<file path="src/rtl/button_conditioner_if.sv">
// Signal bundle between the board push-button pin and its conditioned outputs.
// The master drives the raw pin; the slave (the conditioner) drives the rest.
interface button_conditioner_if;
  logic BTN;
  logic btn_level;
  logic btn_press;
  logic btn_release;
  logic long_press;
  logic reset_req;

  modport master (
    output BTN,
    input  btn_level,
    input  btn_press,
    input  btn_release,
    input  long_press,
    input  reset_req
  );

  modport slave (
    input  BTN,
    output btn_level,
    output btn_press,
    output btn_release,
    output long_press,
    output reset_req
  );
endinterface

</file>
<file path="src/rtl/button_conditioner.sv">
// Synchronises and debounces one raw push-button and derives press/release/long-press
// pulses plus a stretched reset request for the downstream core.
module button_conditioner #(
  parameter bit ACTIVE_LOW      = 1'b0,
  parameter int DEBOUNCE_CYCLES = 16384,
  parameter int LONG_CYCLES     = 65536,
  parameter int RESET_PULSE     = 16
) (
  input logic CLK,
  input logic RESET,
  button_conditioner_if.slave bus
);

  localparam int DB_W    = $clog2(DEBOUNCE_CYCLES + 1);
  localparam int HOLD_W  = $clog2(LONG_CYCLES + 1);
  localparam int PULSE_W = $clog2(RESET_PULSE + 1);

  localparam logic [DB_W-1:0]    DB_MAX     = DB_W'(DEBOUNCE_CYCLES);
  localparam logic [DB_W-1:0]    DB_ONE     = DB_W'(1);
  localparam logic [HOLD_W-1:0]  HOLD_MAX   = HOLD_W'(LONG_CYCLES);
  localparam logic [HOLD_W-1:0]  HOLD_ARM   = HOLD_W'(LONG_CYCLES - 1);
  localparam logic [HOLD_W-1:0]  HOLD_ONE   = HOLD_W'(1);
  localparam logic [PULSE_W-1:0] PULSE_LOAD = PULSE_W'(RESET_PULSE);
  localparam logic [PULSE_W-1:0] PULSE_ONE  = PULSE_W'(1);

  typedef enum logic [1:0] {
    RELEASED,
    PRESS_WAIT,
    PRESSED,
    RELEASE_WAIT
  } state_t;

  logic               w_n;
  logic               r_sync1;
  logic               r_btn_s;
  state_t             r_state;
  logic [DB_W-1:0]    r_cnt;
  logic               r_level;
  logic               r_press;
  logic               r_release;
  logic [HOLD_W-1:0]  r_hold;
  logic               r_long;
  logic [PULSE_W-1:0] r_pulse;

  // Pressed always reads 1 from here on, whatever the pin polarity.
  assign w_n = bus.BTN ^ ACTIVE_LOW;

  // NOTE: sequential state uses non-blocking assignments so every flop samples pre-edge values.
  always_ff @(posedge CLK) begin
    if (RESET) begin
      r_sync1 <= 1'b0;
      r_btn_s <= 1'b0;
    end else begin
      r_sync1 <= w_n;
      r_btn_s <= r_sync1;
    end
  end

  // Debounce: a new value must be seen DEBOUNCE_CYCLES+1 consecutive samples.
  always_ff @(posedge CLK) begin
    if (RESET) begin
      r_state   <= RELEASED;
      r_cnt     <= '0;
      r_level   <= 1'b0;
      r_press   <= 1'b0;
      r_release <= 1'b0;
    end else begin
      r_press   <= 1'b0;
      r_release <= 1'b0;
      unique case (r_state)
        RELEASED: begin
          if (r_btn_s) begin
            r_state <= PRESS_WAIT;
            r_cnt   <= DB_ONE;
          end
        end
        PRESS_WAIT: begin
          if (!r_btn_s) begin
            r_state <= RELEASED;
            r_cnt   <= '0;
          end else if (r_cnt == DB_MAX) begin
            r_state <= PRESSED;
            r_cnt   <= '0;
            r_level <= 1'b1;
            r_press <= 1'b1;
          end else begin
            r_cnt <= r_cnt + DB_ONE;
          end
        end
        PRESSED: begin
          if (!r_btn_s) begin
            r_state <= RELEASE_WAIT;
            r_cnt   <= DB_ONE;
          end
        end
        RELEASE_WAIT: begin
          if (r_btn_s) begin
            r_state <= PRESSED;
            r_cnt   <= '0;
          end else if (r_cnt == DB_MAX) begin
            r_state   <= RELEASED;
            r_cnt     <= '0;
            r_level   <= 1'b0;
            r_release <= 1'b1;
          end else begin
            r_cnt <= r_cnt + DB_ONE;
          end
        end
        // NOTE: an explicit default recovers from any illegal encoding instead of holding state.
        default: begin
          r_state <= RELEASED;
          r_cnt   <= '0;
          r_level <= 1'b0;
        end
      endcase
    end
  end

  // Hold counter saturates, so long_press fires once per press and re-arms only on release.
  always_ff @(posedge CLK) begin
    if (RESET) begin
      r_hold <= '0;
      r_long <= 1'b0;
    end else begin
      r_long <= 1'b0;
      if (!r_level) begin
        r_hold <= '0;
      end else if (r_hold != HOLD_MAX) begin
        r_hold <= r_hold + HOLD_ONE;
        if (r_hold == HOLD_ARM) begin
          r_long <= 1'b1;
        end
      end
    end
  end

  // A running pulse is never reloaded, so it is neither extended nor cut short.
  always_ff @(posedge CLK) begin
    if (RESET) begin
      r_pulse <= '0;
    end else if (r_pulse != '0) begin
      r_pulse <= r_pulse - PULSE_ONE;
    end else if (r_long) begin
      r_pulse <= PULSE_LOAD;
    end
  end

  assign bus.btn_level   = r_level;
  assign bus.btn_press   = r_press;
  assign bus.btn_release = r_release;
  assign bus.long_press  = r_long;
  assign bus.reset_req   = (r_pulse != '0);

endmodule

</file>
<file path="src/flat_wrapper.sv">
// flat-port wrapper written by rule: the top's interface ports become plain ports
module button_conditioner_flat 
#(
  parameter bit ACTIVE_LOW      = 1'b0,
  parameter int DEBOUNCE_CYCLES = 16384,
  parameter int LONG_CYCLES     = 65536,
  parameter int RESET_PULSE     = 16
)
  (CLK, RESET, bus_BTN, bus_btn_level, bus_btn_press, bus_btn_release, bus_long_press, bus_reset_req);
  button_conditioner_if bus_i ();
  input logic CLK;
  input logic RESET;
  input wire logic [$bits(bus_i.BTN)-1:0] bus_BTN;
  output wire logic [$bits(bus_i.btn_level)-1:0] bus_btn_level;
  output wire logic [$bits(bus_i.btn_press)-1:0] bus_btn_press;
  output wire logic [$bits(bus_i.btn_release)-1:0] bus_btn_release;
  output wire logic [$bits(bus_i.long_press)-1:0] bus_long_press;
  output wire logic [$bits(bus_i.reset_req)-1:0] bus_reset_req;
  assign bus_i.BTN = bus_BTN;
  assign bus_btn_level = bus_i.btn_level;
  assign bus_btn_press = bus_i.btn_press;
  assign bus_btn_release = bus_i.btn_release;
  assign bus_long_press = bus_i.long_press;
  assign bus_reset_req = bus_i.reset_req;
  button_conditioner #(.ACTIVE_LOW(ACTIVE_LOW), .DEBOUNCE_CYCLES(DEBOUNCE_CYCLES), .LONG_CYCLES(LONG_CYCLES), .RESET_PULSE(RESET_PULSE)) u_core (.CLK(CLK), .RESET(RESET), .bus(bus_i));
endmodule
</file>
<file path="config.mk">
export PLATFORM = sky130hd
export DESIGN_NAME = button_conditioner_flat
export DESIGN_NICKNAME = d
export VERILOG_FILES = /design/src/rtl/button_conditioner_if.sv /design/src/rtl/button_conditioner.sv /design/src/flat_wrapper.sv
export SDC_FILE = /design/constraint.sdc
export NUM_CORES = 1
export LEC_CHECK = 0
export CAP_MARGIN = 20
export CORE_ASPECT_RATIO = 1.5
export CORE_MARGIN = 2
export CORE_UTILIZATION = 64
export CTS_CLUSTER_DIAMETER = 150
export DETAILED_ROUTE_END_ITERATION = 16
export PLACE_DENSITY = 0.91
export SYNTH_ARGS = -nofsm -noshare
export SYNTH_HDL_FRONTEND = slang
export SYNTH_SLANG_ARGS = --single-unit
</file>
<file path="constraint.sdc">
create_clock -name CLK -period 3.8 [get_ports CLK]
set_input_delay 0.76 -clock CLK [delete_from_list [all_inputs] [get_ports CLK]]
set_output_delay 0.76 -clock CLK [all_outputs]
set_load 0.005 [all_outputs]
</file>
# Word level (Yosys, flattened, before mapping)
# Index checks and enable logic that the tools add are counted.
dict set report word_totals {
  mem_bits_rw 0
  n_memories 0
  latchBits 0
  ff_bits 45
  inputBits 3
  rom_bits 0
  out_inout_bits 5
  word_cells 65
}
dict set report classes {
  reduce_logical 11
  magnitude_cmp 0
  shifts 0
  add_sub_neg 3
  n_div 0
  n_bitwise 5
  n_mul 0
  eq_ne 14
  mux 22
}
# op n
set op_table {}
lappend op_table {{two-way mux 15 bit} 5}
lappend op_table {{one-hot mux 15 bit (4 select lines)} 1}
lappend op_table {{adder 17 x 1 -> 17 bit, second input constant} 1}
lappend op_table {{== test 17 x 16 -> 1 bit, second input constant} 1}
lappend op_table {{inequality test 17 bit, second input constant} 1}
lappend op_table {{adder 15 x 1 -> 15 bit, second input constant} 1}
lappend op_table {{== test 15 bit, second input constant} 1}
lappend op_table {{two-way mux 2 bit} 6}
lappend op_table {{two-way mux 5 bit} 2}
lappend op_table {{OR reduction 3 bit} 3}
lappend op_table {{inequality test 2 x 1 -> 1 bit, second input constant} 4}
lappend op_table {{one-hot mux 2 bit (4 select lines)} 1}
lappend op_table {{two-way mux 1 bit} 6}
lappend op_table {{inverter 1 bit} 5}
lappend op_table {{AND reduction 5 bit} 1}
lappend op_table {{nonzero test 5 bit} 1}
lappend op_table {{subtractor 5 x 1 -> 5 bit, second input constant} 1}
lappend op_table {{== test 2 bit, second input constant} 2}
lappend op_table {{inequality test 2 bit, second input constant} 2}
lappend op_table {{AND reduction 4 bit} 1}
lappend op_table {{nonzero test 2 bit} 2}
lappend op_table {{inequality test 3 x 1 -> 1 bit, second input constant} 1}
lappend op_table {{inequality test 3 bit, second input constant} 1}
lappend op_table {{== test 2 x 1 -> 1 bit, second input constant} 1}
lappend op_table {{other kinds (4)} 4}

# Longest topological paths before layout
# Gate-level depths: netlist of run 1.
dict set report logic_depth {
  word_depth 4
  depth_mapped 9
  mapped_depth_nobuf 7
}

# Worst setup path before layout of run 1
# OpenSTA, ideal clock, no wires.
dict set report synth_path {
  path_kind {reg2reg}
  startpoint {reg u_core.r_cnt[0]}
  endpoint {reg u_core.r_cnt[11]}
  setup_ns 0.074
  arrival_ns 1.819
  period_less_slack_ns 1.893
  path_stages_with_launch 9
  path_buffers 1
  path_slack_ns 1.907
  required_ns 3.726
  path_cell_list {dfxtp_1 -> inv_1 -> ha_1 -> nor4b_1 -> and4_1 -> buf_2 -> or3_4 -> or3_1 -> o21ai_0}
}
dict set report synth_between {
  elab_chain_len 4
  word_cells_on_any_way 6
  classes_between {add/sub: 1; eq/ne: 1; mux: 4}
}
# element line_no
set synth_lines {}
lappend synth_lines {{start: declaration} button_conditioner.sv:37} ;# logic [DB_W-1:0] r_cnt;
lappend synth_lines {{start signal: assignment} button_conditioner.sv:87} ;# r_cnt <= r_cnt + DB_ONE;
lappend synth_lines {{start signal: assignment} button_conditioner.sv:106} ;# r_cnt <= r_cnt + DB_ONE;
lappend synth_lines {{adder 15 x 1 -> 15 bit or == test 15 bit (tied branches)} -}
lappend synth_lines {{two-way mux 15 bit *} {button_conditioner.sv:81, button_conditioner.sv:100}}
lappend synth_lines {{two-way mux 15 bit (on tied branches)} {button_conditioner.sv:97, button_conditioner.sv:78}}
lappend synth_lines {{one-hot mux 15 bit (4 select lines) *} button_conditioner.sv:70} ;# unique case (r_state)
# Mark *: on every way between the ends. The rest lies on a longest branch, timed or not.
# A chain may end at the register's enable or synchronous reset.

# Worst setup path after layout of run 1
dict set report layout_path {
  startpoint {reg u_core.r_pulse[0]}
  endpoint {out bus_reset_req}
}
dict set report layout_between {
  elab_chain_len 1
}
# element line_no
set layout_lines {}
lappend layout_lines {{start: declaration} button_conditioner.sv:43} ;# logic [PULSE_W-1:0] r_pulse;
lappend layout_lines {{start signal: assignment} button_conditioner.sv:142} ;# r_pulse <= r_pulse - PULSE_ONE;
lappend layout_lines {{nonzero test 5 bit} button_conditioner.sv:152} ;# assign bus.reset_req = (r_pulse != '0);
lappend layout_lines {{end: declaration} flat_wrapper.sv:18} ;# output wire logic [$bits(bus_i.reset_req)-1:0] bus_reset_req;
# Every way passes these cells.

==> out/metrics.yaml, run 1 <==
outcome: "complete, no violations"
slew_headroom_pct: 40.29
max_cap_viol_count: 0
synth_top_area_share_pct: 43.40
fin_crit_ns: 2.516
synth_edf_count: 0
htreeDepth: 2
routedWlPerCell_um: 14.59
final_common_cell: "dfxtp_1"
rsz0062_at_grt: "no"
port_buffers: 7
yosysTopAreaCell: "dfxtp_1"
ys_seq_elements: 45
reg2reg_setup_slack_ns: 1.57
finalPower_w: 0.0009822
syn_to_final_growth_pct: 9.343
dpl.hpwl_mm: 3.000
clk_pin_slew_worst_paths_ns: 0.08
fillers: 258
hold_viol_final: 0
crit_path_start: "u_core.r_pulse[0]"
cts_buffer_depth: 2
drtIter0Drc: 44
tns_ns: 0
grt-ovfl-total: 0
startpoint_type: "flip-flop"
fin_crit_sh_pct: 66.20
final_cell_mix: "dfxtp_1 (45), nor2_1 (29), nand2_1 (18)"
syn_inst: 246
skew_ns: 0.007773
start_util_pct: 66.36
crit_path_end_kind: "output port"
p_per_area_nw_per_um2: 432.7
die-area_um2: 3724
drc: 0
cts.sinks: 45
drive_above_1_share_pct: 5.556
drt-total-wl_mm: 4.259
root_buffer: "clkbuf_8"
core_region_area_um2: 3128
synthTopCellsByArea: "dfxtp_1 (43%), nor2_1 (5.2%), a21oi_1 (4.1%), xor2_1 (3.8%), ha_1 (3.6%)"
drt-vias-per-instance: 5.935
ys_warn_count: 0
hold_path_class: "reg -> reg"
synth_ff_type: "dfxtp_1"
cts_hold_buffers: 0
ant_nets: 0
leakage_nw: 0.7718
slew_viol_final: 0
rows: 25
nets: 261
die_w_um: 50.50
clock_latency_ns: 0.30
required_ns: 3.04
numCtsBuffers: 5
synth_fp_nets: 255
vias: 1733
post-cts-setup-buffers: 0
r2r_start: "u_core.r_cnt[0]"
syn-cell-area_um2: 2076
grt_max_degree: 18
n_antenna_cell: 0
clock.fmax_mhz: 397.5
synthArstFlopShare_pct: 0
cts_tree: "done"
pin_count: 8
track_usage_pct: 25.87
arrival_ns: 1.76
first_pass_iters: 4
min-delay-start: "u_core.r_sync1"
worstMarginPinSlew_ns: 0.8887
place_congestion: 0.7712
synth_seq_area_share_pct: 43.40
grt_pass1_wl_mm: 7.279
syn_area_per_cell_um2: 8.438
critical_path_class: "reg -> out"
die_y_um: 73.75
antenna_found_initial: 0
grt_pass1_vias: 1672
ys_types: 42
cts-resized-gates: 0
fin_util_pct: 72.56
finalSetupViolCount: 0
path_max_fanout: 6
ir_drop_v: 0.0005002
-- final cells by class --
class / count / area (um2) / share of cell area [%]
well taps: 40 / 50.05 / 2.205
inverters: 14 / 52.55 / 2.315
flip-flops and latches: 45 / 900.9 / 39.69
clock buffers: 5 / 68.82 / 3.032
repair buffers: 8 / 77.57 / 3.418
multi-input cells: 178 / 1085 / 47.79
clock inverters: 2 / 35.03 / 1.544
-- logic make-up (layout without fill, tap and decap cells) --
kind of cell / count (synthesis) / after routing / synth area share, %
simple gates: 111 / 111 / 28.81
flops: 45 / 45 / 43.40
compound gates: 43 / 43 / 11.75
buf+inv: 23 / 29 / 4.340
xor+xnor: 17 / 17 / 7.535
fa+ha+maj: 6 / 6 / 3.617
mux: 1 / 1 / 0.5425
-- per-layer routing --
layer  GRT usage, %  routed length (um)  share of wire [%]  up-vias
li1               -                   -                  -      871
met1          26.06                1644                 39      822
met2          49.27                2389                 56       30
met3          5.081                 115                2.7       10
met4          13.21                 109                2.6        0
met5              0                   0                  0        -
-- where the power goes --
part	switching, W	internal [W]
clock network	0.000158	0.000191
registers	0.0000128	0.000489
logic	0.0000688	0.0000624
-- worst paths after layout --
kind | cells after the start | end
worst max-delay path | 6 | bus_reset_req
worst min-delay path | 1 | u_core.r_btn_s
worst max register to register | 7 | u_core.r_cnt[14]
worst min register to register | 1 | u_core.r_btn_s
-- worst max-delay path, stage by stage, from the launching register on --
cell	delay, ns
dfxtp_1	0.32
inv_1	0.08
ha_1	0.19
nand2_1	0.13
nor2_1	0.23
inv_1	0.07
clkdlybuf4s50_1	0.44
-- cells in the mapped netlist (all sizes together), types with 2 or more instances --
cell type,count
a31oi,5
or4,3
and4,3
clkbuf,5
dfxtp,45
and3,4
ha,6
xor2,10
nand2b,2
or3,8
a21oi,17
inv,14
and2,2
nor4b,6
o21ai,14
nor3,5
nor4,3
xnor2,7
nand2,19
buf,4
nand3,13
nand4,7
nor2b,3
nor2,29
-- state kept, by name, indices dropped and copies added (netlist names), named ones only --
register and count:
u_core.r_sync1 1, u_core.bus.btn_press 1, u_core.bus.btn_level 1, u_core.r_cnt 15
u_core.bus.long_press 1, u_core.r_btn_s 1, u_core.r_state 1, u_core.bus.btn_release 1
u_core.r_hold 17, u_core.r_pulse 5
-- through the flow --
step	worst slack (ns)	hold WS (ns)	cells	area, um2
floorplan	1.907	0.4138	246	2076
global placement	1.247	0.4236	285	2166
detailed placement	1.220	0.4353	285	2166
CTS	1.247	0.4539	292	2270
global route	1.068	0.4675	292	2270
finish	1.284	0.4583	292	2270
Power figures use the tool's default switching activity.
==> run 2, diff against run 1 <==
Settings changed: CORE_UTILIZATION 64 to 54, PLACE_DENSITY 0.91 to 0.83.
Clock period 3.8 ns to 2.25 ns, I/O delays scaled along.
==> out/metrics.yaml, run 2 (synthesized netlist as in run 1, its figures left out) <==
outcome: "complete, no violations"
hold_ws_ns: 0.4703
clock.fmax_mhz: 474.0
slew_headroom_pct: 78.42
grt_max_degree: 18
switchingPower_w: 0.0004169
root_buffer: "clkbuf_8"
crit_path_end_kind: "output port"
cts_hold_buffers: 0
layout_setup_ws_ns: 0.1405
swShare_pct: 24.22
arrival_ns: 1.66
required_ns: 1.80
drive_above_1_share_pct: 8.527
rows: 27
top_regs: "u_core.r_hold (17), u_core.r_cnt (15), u_core.r_pulse (5)"
seq_power_share_pct: 49.3
die_w_um: 54.62
fin_crit_sh_pct: 93.76
tns_ns: 0
drt-total-wl_mm: 3.880
critical_path_class: "reg -> out"
ir_drop_v: 0.0006905
port_buffers: 7
drt-vias-per-instance: 5.641
clock_latency_ns: 0.30
core_region_area_um2: 3682
skew_ns: 0.006550
routedWlPerCell_um: 12.89
antenna_found_initial: 0
die-area_um2: 4366
vias: 1698
grt_pass1_wl_mm: 6.893
clk_pin_slew_worst_paths_ns: 0.09
track_usage_pct: 21.04
worstMarginPinSlew_ns: 0.3208
first_pass_iters: 4
finalPower_w: 0.001721
final_cell_mix: "dfxtp_1 (45), nor2_1 (28), a21oi_1 (17), nand2_1 (17), inv_1 (14)"
nets: 266
place_congestion: 0.9441
cts_tree: "done"
slew_viol_final: 0
largest_register_ffs: 17
rsz0062_at_grt: "no"
n_antenna_cell: 0
htreeDepth: 2
max_cap_viol_count: 0
leakage_nw: 0.8015
start_util_pct: 56.37
hold_path_class: "reg -> reg"
startpoint_type: "flip-flop"
pre_cts_ws_ns: 0.2730
grt-ovfl-total: 0
cts_buffer_depth: 2
drtIter0Drc: 26
cts.sinks: 45
p_per_area_nw_per_um2: 736.4
p_clk_share_pct: 37.0
ant_nets: 0
path_max_fanout: 6
grt_pass1_vias: 1631
fin_crit_ns: 2.110
syn_to_final_growth_pct: 12.60
comb_power_share_pct: 13.6
p_int_w: 0.001304
post-cts-setup-buffers: 0
fillers: 294
hold_viol_final: 0
numCtsBuffers: 5
pin_count: 8
final_common_cell: "dfxtp_1"
dpl.hpwl_mm: 2.818
drc: 0
regMostFlops: "u_core.r_hold"
finalSetupViolCount: 0
die_y_um: 79.94
run 2: cell type report:
class | instances | area [um2] | share of cell area (%)
clock buffers | 6 | 82.58 | 3.533
inverters | 14 | 52.55 | 2.248
well taps | 43 | 53.80 | 2.302
multi-input cells | 178 | 1095 | 46.84
repair buffers | 13 | 115.1 | 4.925
flip-flops and latches | 45 | 900.9 | 38.54
clock inverters | 2 | 37.54 | 1.606
run 2: through the flow:
step | area, um2 | instances | util, %
detailed placement | 2207 | 293 | 59.94
global placement | 2207 | 293 | 59.94
floorplan | 2076 | 246 | -
CTS | 2327 | 301 | 63.20
global route | 2337 | 301 | 63.47
finish | 2337 | 301 | 63.47
run 2: path summary, 6_finish.rpt:
path                                         from          endpoint  slack [ns]  cells past startpoint
worst min register to register     u_core.r_sync1    u_core.r_btn_s        0.47                      1
worst min-delay path               u_core.r_sync1    u_core.r_btn_s        0.47                      1
worst max-delay path            u_core.r_pulse[0]     bus_reset_req        0.14                      6
worst max register to register    u_core.r_cnt[0]  u_core.r_cnt[12]        0.26                      7
run 2: power by group through the flow:
stage,registers (W),clock network [W],logic (W)
after global placement,0.000867,0,0.000211
final,0.000849,0.000637,0.000235
after floorplan,0.000862,0,0.000157
after detailed placement,0.000866,0,0.000218
after global routing,0.000852,0.000680,0.000276
after CTS,0.000849,0.000653,0.000218
run 2: layer usage:
metal  vias up  GRT usage, %  wire length, um
li1        885             -                -
met1       794         23.54             1602
met2        15         37.50             2141
met3         4         3.933               86
met4         0         7.500               50
met5         -             0                0
run 2: critical path, stage by stage (launching register included):
cell	delay, ns
dfxtp_1	0.35
inv_1	0.07
ha_1	0.23
nand2_2	0.13
nor2_4	0.05
inv_1	0.05
clkdlybuf4s50_1	0.48
run 2: what timing repair did:
action | 4_1_cts | 5_1_grt
endpoints found under the hold margin | 0 | 0
gates resized for setup | 0 | 3
setup endpoints to repair | 0 | 1
